<file path="config.mk">
export PLATFORM = sky130hd
export DESIGN_NAME = instr_fetch_queue_flat
export DESIGN_NICKNAME = d
export VERILOG_FILES = /design/src/rtl/instr_fetch_queue_if.sv /design/src/rtl/instr_fetch_queue.sv /design/src/flat_wrapper.sv
export SDC_FILE = /design/constraint.sdc
export NUM_CORES = 1
export LEC_CHECK = 0
export CAP_MARGIN = 40
export CORE_UTILIZATION = 48
export CTS_BUF_LIST = sky130_fd_sc_hd__clkbuf_4
export DETAILED_ROUTE_END_ITERATION = 12
export PLACE_DENSITY = 0.84
export SYNTH_ARGS = -nofsm -noshare
export SYNTH_HDL_FRONTEND = slang
export SYNTH_SLANG_ARGS = --single-unit
</file>
<file path="constraint.sdc">
create_clock -name Clock -period 4 [get_ports Clock]
set_clock_uncertainty 0.1 [all_clocks]
set_input_delay 0.8 -clock Clock [delete_from_list [all_inputs] [get_ports Clock]]
set_output_delay 0.8 -clock Clock [all_outputs]
set_load 0.005 [all_outputs]
</file>
<file path="src/rtl/instr_fetch_queue_if.sv">
// instr_fetch_queue_if: fetch-stage, instruction-memory and decode-side signals of the fetch queue.
interface instr_fetch_queue_if;
  logic [31:0] pc_in;
  logic        pc_valid;
  logic        pc_ready;
  logic        imem_req;
  logic [31:0] imem_addr;
  logic        imem_ack;
  logic [31:0] imem_rdata;
  logic        flush;
  logic        id_valid;
  logic        id_ready;
  logic [31:0] id_instr;
  logic [31:0] id_pc;
  logic [31:0] id_pc4;
  modport master (
    output pc_in, pc_valid, imem_ack, imem_rdata, flush, id_ready,
    input  pc_ready, imem_req, imem_addr, id_valid, id_instr, id_pc, id_pc4
  );
  modport slave (
    input  pc_in, pc_valid, imem_ack, imem_rdata, flush, id_ready,
    output pc_ready, imem_req, imem_addr, id_valid, id_instr, id_pc, id_pc4
  );
endinterface

</file>
<file path="src/rtl/instr_fetch_queue.sv">
// instr_fetch_queue: single-outstanding instruction fetcher feeding a DEPTH-entry decode queue.
module instr_fetch_queue #(
  parameter int DEPTH = 2
) (
  input logic                Clock,
  input logic                Reset,
  instr_fetch_queue_if.slave bus
);
  localparam int AW = $clog2(DEPTH);
  localparam int CW = AW + 1;
  typedef enum logic [1:0] {IDLE, WAIT, DROP} state_t;
  state_t        r_state, w_next;
  logic [31:0]   r_addr, r_pc;
  logic [31:0]   r_instr_q [DEPTH];
  logic [31:0]   r_pc_q [DEPTH];
  logic [AW-1:0] r_rd, r_wr;
  logic [CW-1:0] r_cnt, w_occ;
  logic          w_valid, w_pop, w_push, w_accept;
  assign w_valid  = r_cnt != '0;
  assign w_pop    = w_valid & bus.id_ready;
  assign w_occ    = r_cnt - CW'(w_pop);
  // Acceptance only counts the queue after this cycle's pop; reset gates the strobe immediately.
  assign w_accept = Reset & (r_state == IDLE) & bus.pc_valid & ~bus.flush & (w_occ < CW'(DEPTH));
  assign w_push   = (r_state == WAIT) & bus.imem_ack & ~bus.flush;
  always_comb begin
    w_next = r_state;
    case (r_state)
      IDLE:    w_next = w_accept ? WAIT : IDLE;
      WAIT:    w_next = bus.imem_ack ? IDLE : (bus.flush ? DROP : WAIT);
      DROP:    w_next = bus.imem_ack ? IDLE : DROP;
      default: w_next = IDLE;
    endcase
  end
  always_ff @(posedge Clock or negedge Reset) begin
    if (!Reset) begin
      r_state <= IDLE;
      r_addr  <= '0;
      r_pc    <= '0;
      r_rd    <= '0;
      r_wr    <= '0;
      r_cnt   <= '0;
    end else begin
      r_state <= w_next;
      if (w_accept) begin
        r_addr <= {bus.pc_in[31:2], 2'b00};
        r_pc   <= bus.pc_in;
      end
      if (bus.flush) begin
        r_rd  <= '0;
        r_wr  <= '0;
        r_cnt <= '0;
      end else begin
        r_rd  <= r_rd + AW'(w_pop);
        r_wr  <= r_wr + AW'(w_push);
        r_cnt <= w_occ + CW'(w_push);
      end
    end
  end
  always_ff @(posedge Clock) begin
    if (w_push) begin
      r_instr_q[r_wr] <= bus.imem_rdata;
      r_pc_q[r_wr]    <= r_pc;
    end
  end
  assign bus.pc_ready  = w_accept;
  assign bus.imem_req  = r_state != IDLE;
  assign bus.imem_addr = r_addr;
  assign bus.id_valid  = w_valid;
  assign bus.id_instr  = w_valid ? r_instr_q[r_rd] : '0;
  assign bus.id_pc     = w_valid ? r_pc_q[r_rd] : '0;
  assign bus.id_pc4    = w_valid ? r_pc_q[r_rd] + 32'd4 : '0;
endmodule

</file>
<file path="src/flat_wrapper.sv">
// flat-port wrapper written by rule: the top's interface ports become plain ports
module instr_fetch_queue_flat 
#(
  parameter int DEPTH = 2
)
  (Clock, Reset, bus_pc_in, bus_pc_valid, bus_imem_ack, bus_imem_rdata, bus_flush, bus_id_ready, bus_pc_ready, bus_imem_req, bus_imem_addr, bus_id_valid, bus_id_instr, bus_id_pc, bus_id_pc4);
  instr_fetch_queue_if bus_i ();
  input logic Clock;
  input logic Reset;
  input wire logic [$bits(bus_i.pc_in)-1:0] bus_pc_in;
  input wire logic [$bits(bus_i.pc_valid)-1:0] bus_pc_valid;
  input wire logic [$bits(bus_i.imem_ack)-1:0] bus_imem_ack;
  input wire logic [$bits(bus_i.imem_rdata)-1:0] bus_imem_rdata;
  input wire logic [$bits(bus_i.flush)-1:0] bus_flush;
  input wire logic [$bits(bus_i.id_ready)-1:0] bus_id_ready;
  output wire logic [$bits(bus_i.pc_ready)-1:0] bus_pc_ready;
  output wire logic [$bits(bus_i.imem_req)-1:0] bus_imem_req;
  output wire logic [$bits(bus_i.imem_addr)-1:0] bus_imem_addr;
  output wire logic [$bits(bus_i.id_valid)-1:0] bus_id_valid;
  output wire logic [$bits(bus_i.id_instr)-1:0] bus_id_instr;
  output wire logic [$bits(bus_i.id_pc)-1:0] bus_id_pc;
  output wire logic [$bits(bus_i.id_pc4)-1:0] bus_id_pc4;
  assign bus_i.pc_in = bus_pc_in;
  assign bus_i.pc_valid = bus_pc_valid;
  assign bus_i.imem_ack = bus_imem_ack;
  assign bus_i.imem_rdata = bus_imem_rdata;
  assign bus_i.flush = bus_flush;
  assign bus_i.id_ready = bus_id_ready;
  assign bus_pc_ready = bus_i.pc_ready;
  assign bus_imem_req = bus_i.imem_req;
  assign bus_imem_addr = bus_i.imem_addr;
  assign bus_id_valid = bus_i.id_valid;
  assign bus_id_instr = bus_i.id_instr;
  assign bus_id_pc = bus_i.id_pc;
  assign bus_id_pc4 = bus_i.id_pc4;
  instr_fetch_queue #(.DEPTH(DEPTH)) u_core (.Clock(Clock), .Reset(Reset), .bus(bus_i));
endmodule
</file>
# Word level (Yosys, flattened, before mapping)

Memories as Yosys holds them, arrays and structs flattened.
Index checks and enable logic that the tools add are counted.

Bits in registers: 68
Latch bits: 0
Memory bits (writable): 128
Memory bits (read-only): 0
Input port bits: 70
Output and inout bits: 131
Word-level logic and storage cells: 40
Memories kept: 2

$add $sub $neg: 5
$mul: 0
Divide/modulo/power cells: 0
$lt $le $gt $ge: 1
Equal/unequal tests: 2
Shift operators: 0
Muxes and demuxes: 13
Bitwise operators: 8
Reduce and logical (&&, ||, !) cells: 3

Memory list:

| memory           | words | width | rd ports | clocked after Yosys merged registers in | wr ports | line                    | RTL |
|---|---|---|---|---|---|---|---|
| u_core.r_instr_q | 2     | 32    | 1        | 0                                       | 1        | instr_fetch_queue.sv:14 | `logic [31:0] r_instr_q [DEPTH];` |
| u_core.r_pc_q    | 2     | 32    | 1        | 0                                       | 1        | instr_fetch_queue.sv:15 | `logic [31:0] r_pc_q [DEPTH];` |

Operators by type and width:

| cell                                                             | number |
|---|---|
| 32-bit two-way mux                                               | 3 |
| 32-bit by 3-bit adder with 32-bit output (second input constant) | 1 |
| 2-bit two-way mux                                                | 4 |
| 1-bit bitwise AND                                                | 7 |
| 2-bit case mux with 3 select lines                               | 1 |
| 1-bit two-way mux                                                | 5 |
| 2-bit nonzero test                                               | 2 |
| 1-bit adder                                                      | 2 |
| 2-bit by 1-bit adder with 2-bit output                           | 1 |
| 2-bit by 1-bit == test with 1-bit output (second input constant) | 1 |
| 2-bit == test (second input constant)                            | 1 |
| 2-bit zero test                                                  | 1 |
| 2-bit less-than comparator (second input constant)               | 1 |
| 2-bit by 1-bit subtractor with 2-bit output                      | 1 |
| 1-bit inverter                                                   | 1 |

# Logic depth before layout (Yosys ltp)

Gate-level depths: netlist of the first run.

Depth in word-level cells: 7
Depth in mapped cells: 11
Mapped depth without buffers: 8

# Worst setup path before layout of the first run

No wires, ideal clock.

Path kind: register to output
From: reg u_core.r_rd
To: out bus_id_pc4[26]
Arrival time: 2.779 ns
Data required time: 3.100 ns
Slack: 0.321 ns
Stages on the path, launching flop included: 12
Path buffers: 5
Cell sequence: dfrtp_1 > buf_6 > buf_2 > clkbuf_1 > buf_2 > mux2_2 > ha_1 > and2_1 > clkbuf_1 > nand4_1 > nor4b_1 > mux2_1

Longest elaborated chain between the ends: 3

RTL lines:

| what                                     | line                    | RTL |
|---|---|---|
| start: declaration                       | instr_fetch_queue.sv:16 | `logic [AW-1:0] r_rd, r_wr;` |
| start signal: assignment                 | instr_fetch_queue.sv:53 | `r_rd <= r_rd + AW'(w_pop);` |
| memory read 2 x 32 bit                   | n/a                     |  |
| 32-bit by 3-bit adder with 32-bit output | instr_fetch_queue.sv:71 | `assign bus.id_pc4 = w_valid ? r_pc_q[r_rd] + 32'd4 : '0;` |
| 32-bit two-way mux                       | instr_fetch_queue.sv:71 |  |
| end: declaration                         | flat_wrapper.sv:22      | `output wire logic [$bits(bus_i.id_pc4)-1:0] bus_id_pc4;` |

No other way between the ends.

# Final worst setup path of the first run

From: reg u_core.r_rd
To: out bus_id_pc4[23]

The elaborated chain is that of the path after synthesis.

==> results, run 1 <==
- STA classifies the critical path endpoint as an output pin.
- The net count of the finished layout is roughly 840.
- The number of vias after detailed routing is 5381.
- Counting flops and latches in the post-synthesis netlist gives between 150 and 200.
- The iteration count of the initial detailed-routing pass is 5.
- The die extent in x is ~130 µm.
- The number of placed instances, taps included, is 935.
- The worst setup margin is 94.7 ps.
- For this run, the top clock speed supported by timing is 0.256 GHz.
- The number of CTS-inserted buffers is 17.
- During placement, the flow inserted port buffers numbering ~200.
- The via count of the first global-routing pass is around 5400.
- The fraction of the yosys area taken by sequential cells is 63.1%.
- The largest net degree at the start of global routing is 41.
- The cell count after synthesis came out at ~570.
- At the worst endpoint, the required time is 3100 ps.
- The leakage power figure is ~3.8 nW.
- The global routing met2 resource utilization is 38.3%.
- Once detail routing completed, the nets flagged for antenna violations numbered 0.
- The latest clock arrival within the worst-skew pair is 540 ps.
- Setup violations remaining at the end of the flow were counted as 0.
- The total global-route track usage is 23.6%.
- After detailed routing, the average wire length per cell comes to approximately 19 µm.
- In this run the critical register-to-register path is launched from u_core.r_cnt[0]$_DFF_PN0_.
- The path class of the lowest-slack min-delay path is in2async.
- The total count of max-transition violations in the final report is 0.
- In the routed layout, each cell is associated on average with a via count of 5.46.
- Prior to clock tree synthesis, the placed netlist has a worst setup slack of approximately 270 ps.
- The setup check on the worst reg-to-reg path leaves a slack of between 1000 and 1500 ps.
- Walking the worst path, the cells encountered are buf_4, nand4b_4, a222oi_1, buf_4, nand4_1, or4_1, nand2_1, dlygate4sd2_1.
- The number of buffers and inverters on the critical path is 3.
- The count of flip-flops with a built-in enable after synthesis is 128.
- The minimum clock period after layout is about 3900 ps.
- The highest ir drop seen on vdd is between 0.0004 and 0.0005 V.
- The top cell type's share of synthesized area is 50.6%.
- The clock transition at the registers of the reported paths is 140 ps.
- The clock passes through at most 2 buffers.
- The number of levels in the clock H-tree is 4.
- The dominant register cell in the synthesized netlist is sky130_fd_sc_hd__edfxtp_1.
- The transition at the pin with the smallest max-transition slack is 633 ps.
- At the end of routability-driven placement, the weighted congestion stood at slightly below 0.9.
- The count of cells in the finished layout, fillers not included, comes to 985.
- In this run the count of I/O pins placed on the die edge is 201.
- The global-route wire length before repair is 28900 µm.
- The global route total overflow is 0.
- The floorplan step defined a core boundary enclosing 0.0153 mm².
- Summing every instance area after synthesis gives 0.00760 mm².
- Data arrives at the worst endpoint at ~3000 ps.
- Power comes to between 6 and 7 mW.
- The slowest stage of the critical path belongs to the cell sky130_fd_sc_hd__or4_1.
- The routed design has 19000 µm of wire.
- The TritonCTS sink count is around 170.
- The most numerous cell on the critical path is sky130_fd_sc_hd__buf_4.
- The cell sitting at the root of the clock tree is a sky130_fd_sc_hd__clkbuf_4.
- The global routing stage identified its most utilized layer as met2.
- The mean cell area of the mapped netlist is 13.4 µm².
- TritonCTS built the clock tree.
- The final hold violation count was 0.
- The share of layout cells above drive strength 1 is 17.3%.
- After layout, the worst path uses 97.6% of the clock period.
- Counting flops with an async set or reset pin after synthesis yields a share of 22.9%.
- After synthesis, the netlist uses 47 different library cells.
- Detailed placement finished with a half-perimeter wire length of 13100 µm.
- The kind of critical path is reg2out.
- Of all cell types, the one taking the most synthesized area is sky130_fd_sc_hd__edfxtp_1.
- The number of antenna violations at the first check in global routing is 0.
- For this run, design rule violations remaining after detail routing come to 0.
- The initial detailed-routing violation count is 304.
- The die area is 0.0163 mm².
- The flow ran to the end, and the final reports show no timing, DRC or antenna violations.
- Global routing used 5.97% of the available met3 tracks.
- Hold timing on the final database bottoms out at a slack of 258 ps.
- Buffers inserted to repair hold after CTS numbered 0.
- Measured along the y axis, the die boundary spans between 100 and 150 µm.
- The standard-cell row count is 45.
- The worst register-to-register path has a depth of 8.
- The capture point of the worst reg-to-reg path is u_core.r_pc[10]$_DFFE_PN0P_.
- The largest single stage delay on the critical path is 550 ps.
- The synthesis warning total is 0.
- The ratio of total power to cell area is 627 mW/mm².
- The worst max-slew margin expressed relative to the limit is 57.8%.
- The category of the worst setup path launch point is a flop.
- The filler cells instantiated in the layout total 1091.
- The area added between synthesis and finish is 36.3%.
- In this run the worst path has a maximum fanout of 6.
- The count of antenna diodes in the layout is 0.
- For met1 alone, demand over resource in global routing was 30.0%.
- Sorting the synthesized cells by area gives the leading types as sky130_fd_sc_hd__edfxtp_1, sky130_fd_sc_hd__dfrtp_1, sky130_fd_sc_hd__mux2i_1.
- In this design, the largest share of critical-path delay is due to simple AND/OR/NAND/NOR gates.
- The effective utilization at floorplan is roughly half.
- Across the run, the number of max-cap violations was 0.
registers in the layout, summed over array words and instances (netlist names):
name              cells
u_core.r_instr_q     64
u_core.r_wr           1
u_core.r_pc_q        64
u_core.r_cnt          2
u_core.r_state        2
u_core.r_pc          32
u_core.r_rd           1
per-layer routing:
layer	part of all wire (%)	routed length, µm	up-vias
li1	-	-	2436
met1	41	7890	2608
met2	48	9160	290
met3	7.8	1490	47
met4	2.5	467	0
met5	0	0	-
final cells by class:
| type | count | area [µm²] | area share [%] |
|---|---|---|---|
| tap | 211 | 264 | 2.55 |
| clock buffer | 20 | 150 | 1.45 |
| clock inverter | 12 | 176 | 1.70 |
| inverter | 4 | 15.0 | 0.145 |
| sequential | 166 | 4800 | 46.3 |
| timing repair buffer | 232 | 2330 | 22.5 |
| multi-input combinational | 340 | 2630 | 25.4 |
power breakdown:
part / switching [mW] / internal (mW) / total, mW
logic: 1.32 / 1.72 / 3.03
clock network: 0.557 / 0.518 / 1.07
registers: 0.219 / 2.17 / 2.39
kinds of logic after synthesis:
kind of cell,after synthesis,share of synthesized area (%)
compound gates,33,2.98
xor+xnor,20,2.30
fa+ha+maj,5,0.823
buf+inv,64,5.05
flops,166,63.1
mux,98,13.6
other cells,1,0.0493
simple gates,182,12.1
per-stage QoR:
stage                     area (µm²)  utilization (%)  setup TNS [ps]
after global routing           10400             67.6           -80.4
after floorplan                 7610                -               0
after global placement          9680             63.2               0
after CTS                      10200             66.9               0
final                          10400             67.6               0
after detailed placement        9680             63.2               0
worst max path at each step:
stage	from	endpoint	slack [ps]	depth (start not counted)
after floorplan	u_core.r_rd$_DFF_PN0_	bus_id_pc4[26]	320	11
final	u_core.r_rd$_DFF_PN0_	bus_id_pc4[23]	90	8
after detailed placement	u_core.r_rd$_DFF_PN0_	bus_id_pc4[23]	270	7
after CTS	u_core.r_rd$_DFF_PN0_	bus_id_pc4[30]	4	9
after global routing	u_core.r_rd$_DFF_PN0_	bus_id_pc4[23]	-30	8
after global placement	u_core.r_rd$_DFF_PN0_	bus_id_pc4[23]	310	7
cell usage after synthesis (4+ instances only):
cell                         n
sky130_fd_sc_hd__edfxtp_1  128
sky130_fd_sc_hd__nor2_1     81
sky130_fd_sc_hd__mux2i_1    56
sky130_fd_sc_hd__dfrtp_1    38
sky130_fd_sc_hd__mux2_2     38
sky130_fd_sc_hd__buf_4      34
sky130_fd_sc_hd__nand2_1    23
sky130_fd_sc_hd__clkbuf_1   16
sky130_fd_sc_hd__nand3_1    16
sky130_fd_sc_hd__xnor2_1    15
sky130_fd_sc_hd__and2_1     13
sky130_fd_sc_hd__nand4_1    10
sky130_fd_sc_hd__o21ai_0     8
sky130_fd_sc_hd__a22oi_1     7
sky130_fd_sc_hd__buf_2       7
sky130_fd_sc_hd__nand3b_1    7
sky130_fd_sc_hd__nand4b_1    7
sky130_fd_sc_hd__ha_1        5
sky130_fd_sc_hd__xor2_1      5
sky130_fd_sc_hd__a21oi_1     4
sky130_fd_sc_hd__inv_1       4
sky130_fd_sc_hd__mux2_1      4
sky130_fd_sc_hd__nor4_1      4
sky130_fd_sc_hd__o31ai_1     4
layout by cell type (no fill, tap or decap), types with 5 or more instances in the layout:
cell                                n
sky130_fd_sc_hd__xor2_1             5
sky130_fd_sc_hd__clkdlybuf4s50_1  180
sky130_fd_sc_hd__nor2_1            80
sky130_fd_sc_hd__mux2_2            36
sky130_fd_sc_hd__a22oi_1            5
sky130_fd_sc_hd__and2_1            12
sky130_fd_sc_hd__nand4b_1           7
sky130_fd_sc_hd__mux2_4             5
sky130_fd_sc_hd__nand3b_1           7
sky130_fd_sc_hd__buf_4             27
sky130_fd_sc_hd__o21ai_0            7
sky130_fd_sc_hd__dlygate4sd2_1      5
sky130_fd_sc_hd__mux2i_1           56
sky130_fd_sc_hd__clkbuf_4          20
sky130_fd_sc_hd__dfrtp_1           37
sky130_fd_sc_hd__xnor2_1           15
sky130_fd_sc_hd__nand3_1           16
sky130_fd_sc_hd__dlymetal6s2s_1    11
sky130_fd_sc_hd__edfxtp_1         128
sky130_fd_sc_hd__nand2_1           23
sky130_fd_sc_hd__nand4_1           10
timing repair:
item	CTS	global route
setup endpoints to repair	15	20
cloned	1	0
pin swaps	7	10
buffers inserted	11	6
gates resized for setup	32	23
No activity file was read; power rests on OpenSTA's default activity.
==> inputs of run 2 (changes only) <==
--- a/config.mk
+++ b/config.mk
@@ -6,10 +6,11 @@
 export NUM_CORES = 1
 export LEC_CHECK = 0
 export CAP_MARGIN = 40
-export CORE_UTILIZATION = 48
+export CORE_UTILIZATION = 46
 export CTS_BUF_LIST = sky130_fd_sc_hd__clkbuf_4
 export DETAILED_ROUTE_END_ITERATION = 12
-export PLACE_DENSITY = 0.84
+export PLACE_DENSITY = 0.81
+export SKIP_CTS_REPAIR_TIMING = 1
 export SYNTH_ARGS = -nofsm -noshare
 export SYNTH_HDL_FRONTEND = slang
 export SYNTH_SLANG_ARGS = --single-unit
==> constraint.sdc (replaced) <==
create_clock -name Clock -period 4.6 [get_ports Clock]
set_clock_uncertainty 0.1 [all_clocks]
set_input_delay 0.92 -clock Clock [delete_from_list [all_inputs] [get_ports Clock]]
set_output_delay 0.92 -clock Clock [all_outputs]
set_load 0.005 [all_outputs]
==> run 2 against run 1 <==
  * Cell count is 0.81% lower
  * Hold slack improved by 72 ps
  * Combinational power fell by 17%
  * Total power shrank 18%
  * Non-clock buffer count down 13
  * Die area up 4.3%
  * Critical endpoint is now bus_id_pc4[28]
  * Register-to-register slack improved by 500 ps
  * Setup slack gained 79 ps
  * Sequential power fell by 13%
==> results, run 2 (synthesis results as in run 1) <==
- The flow ran to the end, and the final reports show no timing, DRC or antenna violations.
- The number of nets still failing antenna checks after routing came to 0 (unchanged).
- The number of vias after detailed routing is 5204 (-3.3%).
- The global route total overflow was 0 (unchanged).
- The largest net degree at the start of global routing was 81 (+98%).
- The area after detailed placement is 0.00964 mm² (-0.45%).
- The count of placed standard cells including taps is 935 (unchanged).
- The number of top-level pins is 201 (unchanged).
- The global-route wire length before repair came to 26200 µm (-9.3%).
- In the final layout, the registers with the most flip-flops are u_core.r_instr_q (64), u_core.r_pc_q (64), u_core.r_pc (32).
- The TritonCTS sink count came to 166 (unchanged).
- The total routed wirelength is 18000 µm (-5.3%).
- The number of violations of the max-capacitance limit is 0 (unchanged).
- The share of layout cells above drive strength 1 is 13.8% (-3.5 points).
- The worst hold slack is 330 ps (+72.5 ps).
- The standard-cell row count came to 46 (+2.2%).
- For this run, the top clock speed supported by timing is 0.226 GHz.
- In this design, the largest share of critical-path delay is due to buffers and inverters.
- STA classifies the critical path endpoint as an output pin.
- The number of antenna violations at the first check in global routing is 0 (unchanged).
- The number of levels in the clock H-tree is 4 (unchanged).
- The core utilization of the finished layout is 62.5% (-5.1 points).
- The data required time of the worst path is 3580 ps (+480 ps).
- The count of buffers from port buffering is 198 (unchanged).
- The last weighted congestion value of the routability-driven placer is 0.849 (-2.8%).
- The initial detailed-routing violation count came to 296 (-2.6%).
- The chip height is 131 µm (+2.1%).
- The placed wire-length estimate was 12400 µm (-4.9%).
- The via count of the first global-routing pass is 5091 (-5.6%).
- The iteration count of the initial detailed-routing pass was 6 (+1).
- The total count of max-transition violations in the final report was 0 (unchanged).
- The average vias per placed instance came to 5.33 (-2.5%).
- The cell with the largest stage delay on the worst path is sky130_fd_sc_hd__dfrtp_4.
- The maximum root-to-sink buffer count is 2 (unchanged).
- Leaving out fill and tap cells, the most frequent cells in the layout are sky130_fd_sc_hd__clkdlybuf4s50_1, sky130_fd_sc_hd__edfxtp_1, sky130_fd_sc_hd__nor2_1, sky130_fd_sc_hd__mux2i_1, sky130_fd_sc_hd__mux2_2.
- The layout net count came to 823 (-1.6%).
- The smallest clock period supported by the final layout is computed as 4430 ps.
- The leakage power figure was 3.37 nW (-10%).
- The total global-route track usage is 21.1% (-2.6 points).
- The peak per-stage delay on the critical path is 580 ps (+30 ps).
- The ratio of total power to cell area is 534 mW/mm² (-15%).
- The transition at the pin with the smallest max-transition slack is 883 ps (+250 ps).
- The die area came to 0.0170 mm² (+4.3%).
- The remaining routing DRC violations was 0 (unchanged).
- The multi-input logic area came to 0.00250 mm² (-4.9%).
- The worst setup path is launched from a flop.
- The critical path is of the reg2out type.
- The signal on the critical path passes through buf_12, buf_6, nand3b_1, a21oi_1, nand4_1, buf_4, nor4_2, mux2_1, clkdlybuf4s50_1.
- The placeable core area is 0.0160 mm² (+4.5%).
- The number of buffers and inverters on the critical path is 4 (+1).
- The total non-filler cell area in the finished layout came to 0.0100 mm² (-3.5%).
- The final sum of negative setup slack was 0 ps (unchanged).
- The CTS root buffer is sky130_fd_sc_hd__clkbuf_4.
- The average detailed-routed wire length per instance is 18.4 µm (-4.5%).
- Compared with the post-synthesis result, the final layout area differs by 31.5%.
- The tightest min-delay check is of the in2async type.
- The library cell used most frequently in the layout, excluding fill and tap cells, is sky130_fd_sc_hd__clkdlybuf4s50_1.
- The worst setup margin is 174 ps (+79.1 ps).
- The worst max-slew margin expressed relative to the limit came to 41.2% (-17 points).
- The worst setup slack before clock tree synthesis is 478 ps (+210 ps).
- The number of CTS-inserted buffers is 17 (unchanged).
- The clock transition at the registers of the reported paths is 140 ps (about the same).
- The highest ir drop seen on vdd was 0.000404 V (-5.2%).
- The latest clock arrival within the worst-skew pair came to 570 ps (+30 ps).
- The effective utilization at floorplan is 47.5% (-2.1 points).
- The sequential cell area is 0.00480 mm² (unchanged).
- TritonCTS built the clock tree.
- The count of antenna diodes in the layout is 0 (unchanged).
- The number of setup violations in the final report is 0 (unchanged).
- The total power after layout is 5.34 mW (-18%).
- Of the available clock period, the critical path in the final layout requires just under 100%.
- The count of non-filler cells in the finished layout is 977 (-0.81%).
- The die extent in x is 131 µm (+2.1%).
- The highest fanout seen on the critical path is 40 (+34).
- The critical path arrival is 3410 ps (+400 ps).
- The total of fill cells in the finished design is 1285 (+18%).
- The final hold violation count came to 0 (unchanged).
[run 2: area by class of cell]
class                      instances  share of cell area [%]
inverter                           4                   0.150
multi-input combinational        340                    25.0
timing repair buffer             219                    21.8
tap                              216                    2.70
clock buffer                      18                    1.35
sequential                       166                    48.0
clock inverter                    14                    1.03
[run 2: layer usage]
metal | vias up | GRT usage, % | part of all wire [%]
li1 | 2408 | - | -
met2 | 225 | 34.6 | 48
met1 | 2535 | 25.7 | 41
met4 | 0 | 8.25 | 2.0
met5 | - | 0 | 0
met3 | 36 | 6.96 | 9.2
[run 2: final timing paths]
check | from | endpoint | slack (ps) | cells past startpoint
worst max-delay path | u_core.r_rd$_DFF_PN0_ | bus_id_pc4[28] | 170 | 9
max in group asynchronous | Reset | u_core.r_rd$_DFF_PN0_ | 3660 | 2
worst min register to register | u_core.r_pc[1]$_DFFE_PN0P_ | u_core.r_pc_q[0][1]$_DFFE_PP_ | 390 | 0
worst max register to register | u_core.r_cnt[0]$_DFF_PN0_ | u_core.r_pc[16]$_DFFE_PN0P_ | 1830 | 8
worst min-delay path | Reset | u_core.r_pc[22]$_DFFE_PN0P_ | 330 | 2
min in group Clock | u_core.r_pc[1]$_DFFE_PN0P_ | u_core.r_pc_q[0][1]$_DFFE_PP_ | 390 | 0
[run 2: power by group]
| group | internal, mW | switching (mW) |
|---|---|---|
| combinational | 1.43 | 1.08 |
| clock | 0.223 | 0.519 |
| sequential | 1.89 | 0.201 |
| total | 3.54 | 1.80 |
==> inputs of run 3 (changes only) <==
--- a/config.mk
+++ b/config.mk
@@ -6,10 +6,10 @@
 export NUM_CORES = 1
 export LEC_CHECK = 0
 export CAP_MARGIN = 40
-export CORE_UTILIZATION = 46
+export CORE_UTILIZATION = 31
 export CTS_BUF_LIST = sky130_fd_sc_hd__clkbuf_4
 export DETAILED_ROUTE_END_ITERATION = 12
-export PLACE_DENSITY = 0.81
+export PLACE_DENSITY = 0.6
 export SKIP_CTS_REPAIR_TIMING = 1
 export SYNTH_ARGS = -nofsm -noshare
 export SYNTH_HDL_FRONTEND = slang
==> run 3 against run 2 <==
  * Sequential power hardly changed
  * Die area is 48% higher
  * Clock power is 9.8% higher
  * Routed wire length is 8.0% higher
  * First-iteration DRC count is 8.4% lower
  * Critical path depth stayed put
  * Hold slack better by 9.4 ps
  * Design area is 1.6% higher
  * Critical endpoint is now bus_id_pc4[21]
  * Largest power group unchanged
  * Highest routed layer unchanged
==> results, run 3 (synthesis results as in run 1) <==
- The run finished with clean final reports.
- The number of setup violations in the final report was 0 (unchanged).
- The power share of the combinational group is 46.8% (-0.2 points).
- The kind of critical path is reg2out.
- STA classifies the critical path endpoint as an output pin.
- The post-route fraction of the period consumed by the critical path is 96.7% (+0.50 points).
- The switching power is 1.82 mW (+1.5%).
- The area after detailed placement came to 0.00978 mm² (+1.5%).
- In the final layout, the registers with the most flip-flops are u_core.r_instr_q (64), u_core.r_pc_q (64), u_core.r_pc (32).
- The maximum frequency from static timing analysis is 0.225 GHz (-0.52%).
- The global route total overflow is 0 (unchanged).
- The average vias per placed instance is 4.70 (-12%).
- In this run the worst setup path begins at u_core.r_rd$_DFF_PN0_.
- The TritonCTS sink count is 166 (unchanged).
- The placeable core area was 0.0238 mm² (+48%).
- The ratio of total power to cell area came to 536 mW/mm² (+0.33%).
- The layout net count is 825 (+0.24%).
- The total power after layout is 5.44 mW (+1.9%).
- The total global-route track usage is 15.3% (-5.7 points).
- The final hold violation count is 0 (unchanged).
- The minimum clock period after layout is 4450 ps (+22.9 ps).
- The total routed wirelength came to 19400 µm (+8.0%).
- The initial detailed-routing violation count is 271 (-8.4%).
- The register share of total power came to 38.2% (-0.9 points).
- The depth of the worst register-to-register path is 8 (unchanged).
- The leakage power figure came to 3.39 nW (+0.63%).
- The die extent in x came to 159 µm (+21%).
- The worst setup path is launched from a flop.
- The number of violations of the max-capacitance limit is 0 (unchanged).
- The area added between synthesis and finish is 33.7%.
- The data required time of the worst path is 3580 ps (about the same).
- The effective utilization at floorplan is 32.0% (-16 points).
- The highest fanout seen on the critical path is 10 (-75%).
- The core utilization of the finished layout is 42.8% (-20 points).
- The worst max-slew margin expressed relative to the limit is 49.5% (+8.4 points).
- The min-delay analysis places its worst path in the category in2async.
- The worst reg-to-reg setup slack is 1930 ps (+100 ps).
- The transition at the pin with the smallest max-transition slack is 757 ps (-126 ps).
- The cell-internal power is 3.62 mW (+2.2%).
- Clock tree synthesis selected as its root buffer the cell sky130_fd_sc_hd__clkbuf_4.
- The iteration count of the initial detailed-routing pass is 4 (-2).
- The top cell types in the final layout, fill and taps aside, are sky130_fd_sc_hd__clkdlybuf4s50_1, sky130_fd_sc_hd__edfxtp_1, sky130_fd_sc_hd__nor2_1, sky130_fd_sc_hd__mux2i_1, sky130_fd_sc_hd__mux2_2.
- TritonCTS built the clock tree.
- The most common library cell in the layout ignoring fill and taps is sky130_fd_sc_hd__clkdlybuf4s50_1.
- The critical path arrival is 3430 ps (+20 ps).
- The count of antenna diodes in the layout is 0 (unchanged).
- The chip height is 159 µm (+21%).
- The sequential cell area is 0.00480 mm² (unchanged).
- The highest ir drop seen on vdd is 0.000357 V (-12%).
- The share of layout cells above drive strength 1 came to 13.4% (-0.43 points).
- The placed wire-length estimate is 13300 µm (+6.7%).
- The total count of max-transition violations in the final report is 0 (unchanged).
- The number of nets still failing antenna checks after routing is 0 (unchanged).
- The multi-input logic area is 0.00248 mm² (-1.0%).
- The total of fill cells in the finished design is 2247 (+75%).
- The average detailed-routed wire length per instance is 18.0 µm (-2.5%).
- The remaining routing DRC violations is 0 (unchanged).
- The capture point of the worst reg-to-reg path is u_core.r_pc[0]$_DFFE_PN0P_.
- The clock transition at the registers of the reported paths is 150 ps (about the same).
- The fraction of power spent switching nets came to 33.5% (-0.14 points).
- The total non-filler cell area in the finished layout is 0.0102 mm² (+1.6%).
- The standard-cell row count was 56 (+22%).
- The count of buffers from port buffering is 198 (unchanged).
- Setup repair after global routing left no endpoint under its margin.
- The critical path ends at bus_id_pc4[21].
- The largest net degree at the start of global routing is 70 (-14%).
- The number of vias after detailed routing is 5086 (-2.3%).
- The portion of total power attributed to the clock network is 15.0% (+1.1 points).
- The number of antenna violations at the first check in global routing is 0 (unchanged).
- The worst register-to-register path begins at u_core.r_cnt[0]$_DFF_PN0_.
- The maximum root-to-sink buffer count is 2 (unchanged).
- The number of CTS-inserted buffers is 17 (unchanged).
- The last weighted congestion value of the routability-driven placer is 0.783 (-7.9%).
- The number of levels in the clock H-tree was 4 (unchanged).
- The die area was 0.0252 mm² (+48%).
- The latest clock arrival within the worst-skew pair is 550 ps (-20 ps).
- The global-route wire length before repair was 28100 µm (+7.4%).
- The number of top-level pins is 201 (unchanged).
- The via count of the first global-routing pass is 4921 (-3.3%).
[run 3: how the worst min path moves through the flow]
| stage | start | to | slack [ps] | depth (start not counted) |
|---|---|---|---|---|
| 3_3_place_gp | u_core.r_pc[0]$_DFFE_PN0P_ | u_core.r_pc_q[1][0]$_DFFE_PP_ | 360 | 0 |
| 2_1_floorplan | u_core.r_pc[0]$_DFFE_PN0P_ | u_core.r_pc_q[0][0]$_DFFE_PP_ | 340 | 0 |
| 6_report | Reset | u_core.r_pc[8]$_DFFE_PN0P_ | 340 | 2 |
| 4_1_cts | Reset | u_core.r_pc[17]$_DFFE_PN0P_ | 310 | 2 |
| 3_5_place_dp | u_core.r_pc[0]$_DFFE_PN0P_ | u_core.r_pc_q[0][0]$_DFFE_PP_ | 370 | 0 |
| 5_1_grt | Reset | u_core.r_pc[26]$_DFFE_PN0P_ | 330 | 2 |
[run 3: cell type report]
class	count	area share, %
inverters	4	0.148
clock buffers	19	1.40
well taps	319	3.93
flip-flops and latches	166	47.2
multi-input cells	340	24.4
repair buffers	221	21.7
clock inverters	13	1.22
[run 3: worst max-delay path: stages (launching register included)]
cell and delay, ps:
sky130_fd_sc_hd__dfrtp_4 540, sky130_fd_sc_hd__buf_12 160, sky130_fd_sc_hd__nand4b_4 170, sky130_fd_sc_hd__a222oi_1 360, sky130_fd_sc_hd__buf_4 220, sky130_fd_sc_hd__nand4_1 190, sky130_fd_sc_hd__buf_4 200, sky130_fd_sc_hd__o31a_1 270
sky130_fd_sc_hd__nor3_1 210, sky130_fd_sc_hd__clkdlybuf4s50_1 560
[run 3: routing by layer]
layer / global-route usage, % / share of wire, % / vias to the layer above
met5: 0 / 0 / -
met4: 4.40 / 1.1 / 0
met3: 5.33 / 9.0 / 16
met2: 24.6 / 46 / 206
met1: 19.4 / 44 / 2451
li1: - / - / 2413
[run 3: power groups by stage]
stage | sequential, mW | clock [mW] | combinational [mW]
floorplan | 2.03 | 0 | 1.31
global placement | 2.16 | 0 | 2.49
detailed placement | 2.16 | 0 | 2.48
CTS | 2.13 | 0.860 | 2.50
global route | 2.12 | 0.919 | 2.77
finish | 2.08 | 0.815 | 2.55
[run 3: metrics by stage]
step | setup TNS [ps] | hold slack (ps) | setup WS, ps | instances
floorplan | 0 | 338 | 801 | 570
global placement | 0 | 359 | 488 | 1040
detailed placement | 0 | 367 | 471 | 1040
CTS | -994 | 310 | -203 | 1072
global route | 0 | 330 | 9.72 | 1082
finish | 0 | 340 | 151 | 1082
